**src/rtl/jtframe_dipbank_if.sv**
```systemverilog
// DIP download bus: load window plus ioctl byte strobe.
// The master drives it and the DIP bank consumes it.
interface jtframe_dipbank_if;
  logic       dip_load;
  logic       ioctl_wr;
  logic [2:0] ioctl_addr;
  logic [7:0] ioctl_dout;

  modport master (
    output dip_load, ioctl_wr,
    output ioctl_addr, ioctl_dout
  );

  modport slave (
    input dip_load, ioctl_wr,
    input ioctl_addr, ioctl_dout
  );
endinterface

```
**src/rtl/jtframe_dipbank.sv**
```systemverilog
// Shadowed DIP banks committed on vblank, with optional game-reset pulse.
// Define JTFRAME_DIPBANK_RSTREQ_EN to enable RSTHOLD and rst_req.
module jtframe_dipbank #(
  parameter int                 BANKS   = 3,
  parameter logic [8*BANKS-1:0] DEFAULT = {BANKS{8'hFF}},
  parameter logic [BANKS-1:0]   RSTMASK = {BANKS{1'b0}},
  parameter int                 HOLD    = 16
)(
  input  logic               clk,
  input  logic               rst_n,
  input  logic [31:0]        status,
  input  logic               game_pause,
  input  logic               vb,
  jtframe_dipbank_if.slave   ioctl,
  output logic [8*BANKS-1:0] dipsw,
  output logic               dip_chg,
  output logic               rst_req,
  output logic               dip_pause,
  output logic               dip_flip,
  output logic               dip_test
);

  localparam logic [2:0] S_IDLE   = 3'd0;
  localparam logic [2:0] S_LOAD   = 3'd1;
  localparam logic [2:0] S_WAIT   = 3'd2;
  localparam logic [2:0] S_COMMIT = 3'd3;
  localparam logic [2:0] S_RST    = 3'd4;

  logic [2:0]         r_state;
  logic [8*BANKS-1:0] r_shadow;
  logic [8*BANKS-1:0] r_dipsw;
  logic               r_vb;
  logic               r_chg;
  logic               r_rst;
  logic [7:0]         r_cnt;
  logic               r_pause;
  logic               r_flip;
  logic               r_test;

  logic               w_wr;
  logic               w_vbrise;
  logic               w_rsthit;
  logic [BANKS-1:0]   w_chg;
  logic               w_unused;

  assign w_wr = ioctl.ioctl_wr & ioctl.dip_load
              & ({1'b0, ioctl.ioctl_addr} < 4'(BANKS));
  assign w_vbrise = vb & ~r_vb;

  always_comb begin
    w_chg = '0;
    for (int b = 0; b < BANKS; b++)
      w_chg[b] = |(r_dipsw[8*b +: 8] ^ r_shadow[8*b +: 8]);
  end

`ifdef JTFRAME_DIPBANK_RSTREQ_EN
  assign w_rsthit = |(w_chg & RSTMASK);
  assign rst_req  = r_rst;
  assign w_unused = ^{status[31:13], status[11],
                      status[9:2], status[0]};
`else
  assign w_rsthit = 1'b0;
  assign rst_req  = 1'b0;
  assign w_unused = ^{status[31:13], status[11],
                      status[9:2], status[0],
                      RSTMASK, r_rst, w_chg};
`endif

  assign dipsw     = r_dipsw;
  assign dip_chg   = r_chg;
  assign dip_pause = r_pause;
  assign dip_flip  = r_flip;
  assign dip_test  = r_test;

  always_ff @(posedge clk or negedge rst_n) begin
    if (!rst_n) begin
      r_state  <= S_IDLE;
      r_shadow <= DEFAULT;
      r_dipsw  <= DEFAULT;
      r_vb     <= 1'b0;
      r_chg    <= 1'b0;
      r_rst    <= 1'b0;
      r_cnt    <= 8'd0;
    end else begin
      r_vb  <= vb;
      r_chg <= (r_state == S_COMMIT);
      for (int b = 0; b < BANKS; b++)
        if (w_wr && ioctl.ioctl_addr == 3'(b))
          r_shadow[8*b +: 8] <= ioctl.ioctl_dout;
      unique case (r_state)
        S_IDLE:
          if (ioctl.dip_load) r_state <= S_LOAD;
        S_LOAD:
          if (!ioctl.dip_load) r_state <= S_WAIT;
        S_WAIT:
          if (ioctl.dip_load) r_state <= S_LOAD;
          else if (w_vbrise)  r_state <= S_COMMIT;
        S_COMMIT: begin
          r_dipsw <= r_shadow;
          if (w_rsthit) begin
            r_state <= S_RST;
            r_rst   <= 1'b1;
            r_cnt   <= 8'(HOLD - 1);
          end else begin
            r_state <= S_IDLE;
          end
        end
        S_RST:
          if (r_cnt == 8'd0) begin
            r_rst   <= 1'b0;
            r_state <= ioctl.dip_load ? S_LOAD : S_IDLE;
          end else begin
            r_cnt <= r_cnt - 8'd1;
          end
        default:
          r_state <= S_IDLE;
      endcase
    end
  end

  // Control DIPs track the OSD every cycle, regardless of the FSM
  always_ff @(posedge clk or negedge rst_n) begin
    if (!rst_n) begin
      r_pause <= 1'b1;
      r_flip  <= 1'b1;
      r_test  <= 1'b1;
    end else begin
      r_pause <= ~(game_pause | status[12]);
      r_flip  <= ~status[1];
      r_test  <= ~status[10];
    end
  end

endmodule

```
**src/flat_wrapper.sv**
```systemverilog
// flat-port wrapper written by rule: the top's interface ports become plain ports
module jtframe_dipbank_flat 
#(
  parameter int                 BANKS   = 3,
  parameter logic [8*BANKS-1:0] DEFAULT = {BANKS{8'hFF}},
  parameter logic [BANKS-1:0]   RSTMASK = {BANKS{1'b0}},
  parameter int                 HOLD    = 16
)
  (clk, rst_n, status, game_pause, vb, dipsw, dip_chg, rst_req, dip_pause, dip_flip, dip_test, ioctl_dip_load, ioctl_ioctl_wr, ioctl_ioctl_addr, ioctl_ioctl_dout);
  jtframe_dipbank_if ioctl_i ();
  input  logic clk;
  input  logic rst_n;
  input  logic [31:0] status;
  input  logic game_pause;
  input  logic vb;
  output logic [8*BANKS-1:0] dipsw;
  output logic dip_chg;
  output logic rst_req;
  output logic dip_pause;
  output logic dip_flip;
  output logic dip_test;
  input wire logic [$bits(ioctl_i.dip_load)-1:0] ioctl_dip_load;
  input wire logic [$bits(ioctl_i.ioctl_wr)-1:0] ioctl_ioctl_wr;
  input wire logic [$bits(ioctl_i.ioctl_addr)-1:0] ioctl_ioctl_addr;
  input wire logic [$bits(ioctl_i.ioctl_dout)-1:0] ioctl_ioctl_dout;
  assign ioctl_i.dip_load = ioctl_dip_load;
  assign ioctl_i.ioctl_wr = ioctl_ioctl_wr;
  assign ioctl_i.ioctl_addr = ioctl_ioctl_addr;
  assign ioctl_i.ioctl_dout = ioctl_ioctl_dout;
  jtframe_dipbank #(.BANKS(BANKS), .DEFAULT(DEFAULT), .RSTMASK(RSTMASK), .HOLD(HOLD)) u_core (.clk(clk), .rst_n(rst_n), .status(status), .game_pause(game_pause), .vb(vb), .ioctl(ioctl_i), .dipsw(dipsw), .dip_chg(dip_chg), .rst_req(rst_req), .dip_pause(dip_pause), .dip_flip(dip_flip), .dip_test(dip_test));
endmodule
```
**config.mk**
```make
export PLATFORM = sky130hd
export DESIGN_NAME = jtframe_dipbank_flat
export DESIGN_NICKNAME = d
export VERILOG_FILES = /design/src/rtl/jtframe_dipbank_if.sv /design/src/rtl/jtframe_dipbank.sv /design/src/flat_wrapper.sv
export SDC_FILE = /design/constraint.sdc
export NUM_CORES = 1
export LEC_CHECK = 0
export BUFFER_PORTS_ARGS = -buffer_cell sky130_fd_sc_hd__buf_2
export CORE_MARGIN = 2
export CORE_UTILIZATION = 40
export CTS_BUF_LIST = sky130_fd_sc_hd__clkbuf_2
export CTS_CLUSTER_DIAMETER = 150
export DETAILED_ROUTE_END_ITERATION = 10
export GPL_ROUTABILITY_DRIVEN = 0
export GPL_TIMING_DRIVEN = 0
export PLACE_DENSITY = 0.67
export REMOVE_ABC_BUFFERS = 1
export SLEW_MARGIN = 20
export SYNTH_ARGS = -nofsm -noshare
export SYNTH_HDL_FRONTEND = slang
export SYNTH_SLANG_ARGS = --single-unit
```
**constraint.sdc**
```tcl
create_clock -name clk -period 1.7 [get_ports clk]
set_clock_uncertainty 0.1 [all_clocks]
set_input_delay 0.17 -clock clk [delete_from_list [all_inputs] [get_ports clk]]
set_output_delay 0.17 -clock clk [all_outputs]
set_load 0.005 [all_outputs]
```
======== Yosys cells after proc, flatten, opt, wreduce, memory -nomap -nowiden ========
Cells that the tools add are included.
operators by class
  $add $sub $neg .......................... 1
  magnitude comparators ................... 1
  mux-type cells .......................... 7
  equality and inequality tests ........... 10
  bitwise gates (word level) .............. 9
  reduce and logical (&&, ||, !) cells .... 8
operators by type and width
  operator               number
  $mux W3                5
  $pmux W3 S4            1
  $eq A3 B2 Y1 const B   3
  $logic_not A8 Y1       1
  $sub A8 B1 Y8 const B  1
  $eq A3 B1 Y1 const B   2
  $logic_not A3 Y1       2
  $not A1 Y1             5
  $ne A2 B2 Y1 const B   2
  $reduce_and A4 Y1      1
  $and A1 B1 Y1          3
  $eq A3 B3 Y1 const B   1
  $logic_and A1 B1 Y1    3
  $lt A3 B2 Y1 const B   1
  $ne A3 B2 Y1 const B   1
  $ne A2 B1 Y1 const B   1
  $reduce_and A2 Y1      1
  $mux W1                1
  $or A1 B1 Y1           1
word-level totals
  register bits after elaboration ......... 64
  output and inout port bits .............. 29
  bits of input ports ..................... 49

======== Logic depth before layout (Yosys ltp) ========
Gate-level depths: netlist of the first run.
  word-level depth ........................ 5
  mapped depth ............................ 4

======== Worst setup path before layout of the first run ========
OpenSTA, ideal clock, no wires.
  path type ............................... register to register
  from .................................... register u_core.r_state[1]
  to ...................................... register u_core.r_dipsw[10] (netlist: u_core.dipsw[10])
  stages on the path, launching flop included .. 4
  library setup time ...................... 82 ps
  data arrival time ....................... 1,289 ps
  period minus slack after synthesis ...... 1,471 ps
  required time ........................... 1,518 ps
  path slack .............................. 229 ps
  buffers on the path ..................... 1
  path through ............................ dfrtp_1 nand2_1 clkbuf_1 mux2_2
between the ends
  word-level cells in the longest chain between the ends .. 1
RTL lines
  element                   RTL line                RTL
  start: declaration        jtframe_dipbank.sv:29   logic [2:0] r_state;
  start signal: assignment  jtframe_dipbank.sv:111  r_state <= ioctl.dip_load ? S_LOAD : S_IDLE;
  $eq A3 B2 Y1              jtframe_dipbank.sv:90   unique case (r_state)
  end signal: assignment    jtframe_dipbank.sv:99   r_dipsw <= r_shadow;
  end: declaration          jtframe_dipbank.sv:31   logic [8*BANKS-1:0] r_dipsw;
No other way between the ends.
A chain may end at the register's enable or synchronous reset.

======== Worst setup path after layout of the first run ========
  from .................................... register u_core.r_state[1]
  to ...................................... register u_core.r_dipsw[8] (netlist: u_core.dipsw[8])
Same word-level chain as after synthesis.

==> results_dict.tcl, run 1 <==
set metrics [dict create \
    syn_area_um2 2140 \
    antenna_found_initial 0 \
    crit_family "simple AND/OR/NAND/NOR gates" \
    cellPowerDensity_nw_per_um2 1390 \
    cts_tree "yes" \
    setup_violations 0 \
    hold_violations 0 \
    max-vdd-ir-drop_v 0.000545 \
    tns_ns 0 \
    r2r_cells 2 \
    placed_area_um2 2440 \
    grt_overflow 0 \
    netlist.area_leader.share 0.627 \
    io_buffer_count 47 \
    start_util 0.416 \
    grt_pass1_wl_mm 6.15 \
    hold_path_class "in -> reg" \
    dieArea_um2 5950 \
    final_cells 258 \
    synth_area_leaders "dfstp_2, mux2_2, mux2_4, dfrtp_1, nor4b_4" \
    post-route-util 0.513 \
    avgSynthCellArea_um2 17.5 \
    clk_pin_slew_ns 0.24 \
    crit_type "reg -> reg" \
    cp-endpoint "u_core.dipsw[8]" \
    cts_root_buffer "clkbuf_2" \
    drt_wl_total_mm 3.75 \
    hold_slack_ns 0.113 \
    cap_violations 0 \
    cp.required_ns 1.96 \
    wl_per_cell_um 14.5 \
    vias 1215 \
    grt_max_degree 56 \
    seq_area_frac_synth 0.673 \
    fill_cells 468 \
    slowest_delay_ns 0.49 \
    status "complete, no violations" \
    critPathBufInv 0 \
    numCtsBuffers 5 \
    layout-drive-gt1-share 0.840 \
    final_max_slew_viol_count 0 \
    worstSkewPairLatency_ns 0.41 \
    finalCritPeriodShare 0.892 \
    syn_inst 122 \
    clock.fmax_mhz 659 \
    cp-end-kind "flip-flop" \
    vias_per_cell 4.71 \
    post-place-cells 235 \
    preCtsSetupSlack_ns -0.189 \
    critPathLaunch "u_core.r_state[1]" \
    clockBufferDepth 2 \
    finalCriticalPeriod_ns 1.52 \
    final.setup.worst_slack_ns 0.183 \
    track_usage 0.134 \
    drtAntennaViolNets 0 \
    h-tree-depth 2 \
    crit_chain "nand2_2 -> mux2_2" \
    syn2layout_area_growth_pct 23.4 \
    p_leak_nw 1.19 \
    worst-path-stages 2 \
    dpl.hpwl_mm 2.44 \
    stdcell_area_um2 2640 \
    route.detailed.drc 0 \
    die_w_um 77.1 \
    cts.sinks 55 \
    startpoint_type "flip-flop" \
    synth_cell_type_count 17 \
    fin_total_pwr_mw 3.67 \
    r2r_setup_slack_ns 0.18 \
    r2r-end "u_core.dipsw[8]" \
    worstPathMaxFanout 25 \
    dr.first_iter.drc_count 14 \
    cts_setup_buffers 0 \
    antennaDiodeCount 0 \
    worst_pin_slew_ns 0.733 \
    rsz0062_at_grt "no" \
    critical_path.slowest_cell "nand2_2" \
    ioPinCount 78 \
    die_h_um 77.1 \
    drtPass1Iterations 4 \
    r2r-start "u_core.r_state[1]" \
    core_area_um2 5140 \
    maxSlewHeadroom 0.509 \
    synth-seq-cells 55 \
    synth_top_area_cell "dfstp_2" \
    ys.warnings.count 0 \
    cp.arrival_ns 1.78 \
    grt_pass1_vias 1318 \
    final_nets 236 \
    rows 26 \
]
-- worst min-delay path by stage --
stage / start / to / slack (ns) / cells past startpoint
6_report: ioctl_ioctl_addr[1] / u_core.r_shadow[7] / 0.11 / 3
5_1_grt: ioctl_ioctl_addr[1] / u_core.r_shadow[7] / 0.09 / 3
4_1_cts: ioctl_ioctl_addr[1] / u_core.r_shadow[7] / 0.08 / 3
3_5_place_dp: status[10] / u_core.dip_test / 0.18 / 2
3_3_place_gp: status[1] / u_core.dip_flip / 0.18 / 2
2_1_floorplan: rst_n / u_core.dip_chg / -0.23 / 0
-- power by group --
group          leakage [nW]  total, mW  internal [mW]  switching [mW]
sequential            0.584       2.25           2.04           0.207
clock                0.0330      0.476          0.112           0.364
combinational         0.571      0.949          0.598           0.351
-- layout make-up --
class	instances	area, um2	share of cell area
clock buffer	7	35.0	0.0133
clock inverter	1	5.00	0.00190
inverter	4	15.0	0.00569
multi-input combinational	59	668	0.253
sequential	55	1440	0.546
tap	70	87.6	0.0332
timing repair buffer	62	388	0.147
-- tightest hold or removal path: stages --
cell and delay, ns:
buf_2 0.13, nor4_4 0.10, mux2_2 0.22
-- flip-flops by register name, indices dropped and copies added (netlist names) --
| register | count |
|---|---|
| u_core.dipsw | 24 |
| u_core.r_shadow | 24 |
| u_core.r_state | 2 |
| u_core.dip_chg | 1 |
| u_core.dip_flip | 1 |
| u_core.dip_pause | 1 |
| u_core.dip_test | 1 |
| u_core.r_vb | 1 |
-- cells in the mapped netlist --
master and instances:
mux2_2 40, dfrtp_1 4, or4b_1 1, conb_1 1, a31oi_1 1, xnor2_1 1
dfstp_2 51, buf_6 1, mux2_4 8, clkbuf_1 2, nand2_1 1, nor4b_4 1
nor2_1 3, buf_4 1, nor4_2 1, nand2_2 1, inv_1 4
-- what timing repair did --
action | CTS | global route
endpoints found under the setup margin | 26 | 0
gates resized for setup | 1 | 0
endpoints found under the hold margin | 34 | 0
hold buffers | 15 | 0
-- logic make-up after synthesis --
| kind of cell | share of synthesized area |
|---|---|
| flip-flops | 0.673 |
| AO/OA/AOI/OAI | 0.00293 |
| buffers and inverters | 0.0193 |
| AND/OR/NAND/NOR | 0.0316 |
| multiplexers | 0.267 |
| XOR/XNOR | 0.00410 |
| other | 0.00175 |
-- placed cells by master, fill, tap and decap left out, types with 2 or more instances in the layout --
master         count
nor2_1             3
mux2_2            40
nand2_2            2
inv_1              4
mux2_4             8
clkbuf_2           7
buf_2             46
dfstp_2           51
dlygate4sd3_1     15
dfrtp_1            4
-- routing by layer --
metal  track usage  up-vias  wire [um]
li1              -      550          -
met1         0.148      630       1570
met2         0.241       29       1950
met3        0.0376        6        171
met4        0.0536        0         57
met5             0        -          0
Note: power is estimated with default switching activity, not from simulation.
==> run 2: changes to the inputs <==
Settings changed: CAP_MARGIN set to 20, CORE_MARGIN 2 to not set.
==> results_dict.tcl, run 2 (synthesis gave the netlist of run 1 again) <==
set metrics [dict create \
    cts.sinks 55 \
    hold_slack_ns 0.0836 \
    antenna_found_initial 0 \
    cp.required_ns 1.97 \
    crit_family "simple AND/OR/NAND/NOR gates" \
    route.detailed.drc 0 \
    syn2layout_area_growth_pct 23.2 \
    grt_pass1_wl_mm 5.98 \
    track_usage 0.150 \
    startpoint_type "flip-flop" \
    crit_chain "nand2_2 -> mux2_2" \
    core_area_um2 5140 \
    hold_path_class "in -> reg" \
    rows 26 \
    worst_pin_slew_ns 0.698 \
    rsz0062_at_grt "no" \
    drtPass1Iterations 3 \
    fin_total_pwr_mw 3.66 \
    cp-end-kind "flip-flop" \
    crit_type "reg -> reg" \
    final_max_slew_viol_count 0 \
    cellPowerDensity_nw_per_um2 1390 \
    start_util 0.416 \
    max-vdd-ir-drop_v 0.000644 \
    p_leak_nw 1.19 \
    cp.arrival_ns 1.80 \
    die_w_um 75.1 \
    final_cell_mix "dfstp_2, buf_2, mux2_2" \
    maxSlewHeadroom 0.533 \
    dpl.hpwl_mm 2.46 \
    layout-drive-gt1-share 0.831 \
    critical_path.slowest_cell "nand2_2" \
    multi_input_area_um2 659 \
    grt_pass1_vias 1247 \
    grt_max_degree 56 \
    ff_latch_area_um2 1440 \
    worstPathMaxFanout 25 \
    slowest_delay_ns 0.49 \
    worstSkewPairLatency_ns 0.42 \
    fill_cells 468 \
    critPathBufInv 0 \
    drtAntennaViolNets 0 \
    die_h_um 75.1 \
    clockBufferDepth 2 \
    vias_per_cell 4.59 \
    grt_overflow 0 \
    drt_wl_total_mm 3.70 \
    cts_root_buffer "clkbuf_2" \
    cts_tree "yes" \
    preCtsSetupSlack_ns -0.181 \
    clock.fmax_mhz 654 \
    numCtsBuffers 5 \
    finalCritPeriodShare 0.899 \
    antennaDiodeCount 0 \
    wl_per_cell_um 14.3 \
    clk_pin_slew_ns 0.25 \
    setup_violations 0 \
    final.setup.worst_slack_ns 0.171 \
    final_nets 237 \
    cap_violations 0 \
    ioPinCount 78 \
    status "complete, no violations" \
    placed_area_um2 2440 \
    dr.first_iter.drc_count 42 \
    post-route-util 0.513 \
    vias 1189 \
    stdcell_area_um2 2640 \
    hold_violations 0 \
    io_buffer_count 47 \
    finalCriticalPeriod_ns 1.53 \
    h-tree-depth 2 \
    final_common_cell "dfstp_2" \
    dieArea_um2 5640 \
]
[run 2: changes by cell type in the layout (fill, tap and decap cells not counted)]
cell,previous run,this run
clkbuf_2,7,6
nor4_2,0,1
nor4_4,1,0
clkinv_1,0,2
clkinv_2,1,0
buf_4,1,2
[run 2: metal layers]
| metal | vias to the layer above | routed length (um) | global-route usage |
|---|---|---|---|
| li1 | 552 | - | - |
| met1 | 602 | 1510 | 0.168 |
| met2 | 28 | 1970 | 0.261 |
| met3 | 7 | 153 | 0.0522 |
| met4 | 0 | 63 | 0.0587 |
| met5 | - | 0 | 0 |
[run 2: area by class of cell]
type                       count  area share
sequential                    55       0.547
multi-input combinational     59       0.250
timing repair buffer          63       0.150
tap                           70      0.0332
clock buffer                   6      0.0114
inverter                       4     0.00570
clock inverter                 2     0.00285
[run 2: worst min-delay path: stages]
cell,delay [ns]
buf_2,0.11
nor4_2,0.09
mux2_2,0.23
[run 2: what timing repair did]
item                                   CTS  global route
setup endpoints to repair               26             0
resized for setup                        1             0
buffers inserted                         0             0
endpoints found under the hold margin   34             0
hold buffers                            15             0
[run 2: worst paths after layout]
kind | start | endpoint | slack (ns) | cells after the start
min | ioctl_ioctl_addr[1] | u_core.r_shadow[3] | 0.08 | 3
max in group asynchronous | rst_n | u_core.r_shadow[5] | 0.88 | 2
max | u_core.r_state[1] | u_core.dipsw[4] | 0.17 | 2
max reg2reg | u_core.r_state[1] | u_core.dipsw[4] | 0.17 | 2
min in group asynchronous | rst_n | u_core.r_vb | 0.20 | 2
min reg2reg | u_core.r_state[0] | u_core.r_state[1] | 0.49 | 2
[run 2: metrics by stage]
stage	std cells	TNS, ns
after global routing	259	0
after detailed placement	236	-4.66
after global placement	235	-3.95
after floorplan	118	0
final	259	0
after CTS	259	0
[run 2: power breakdown]
part           internal [mW]  switching (mW)  total, mW
logic                  0.598           0.342      0.939
clock network         0.0990           0.368      0.467
registers               2.04           0.207       2.25
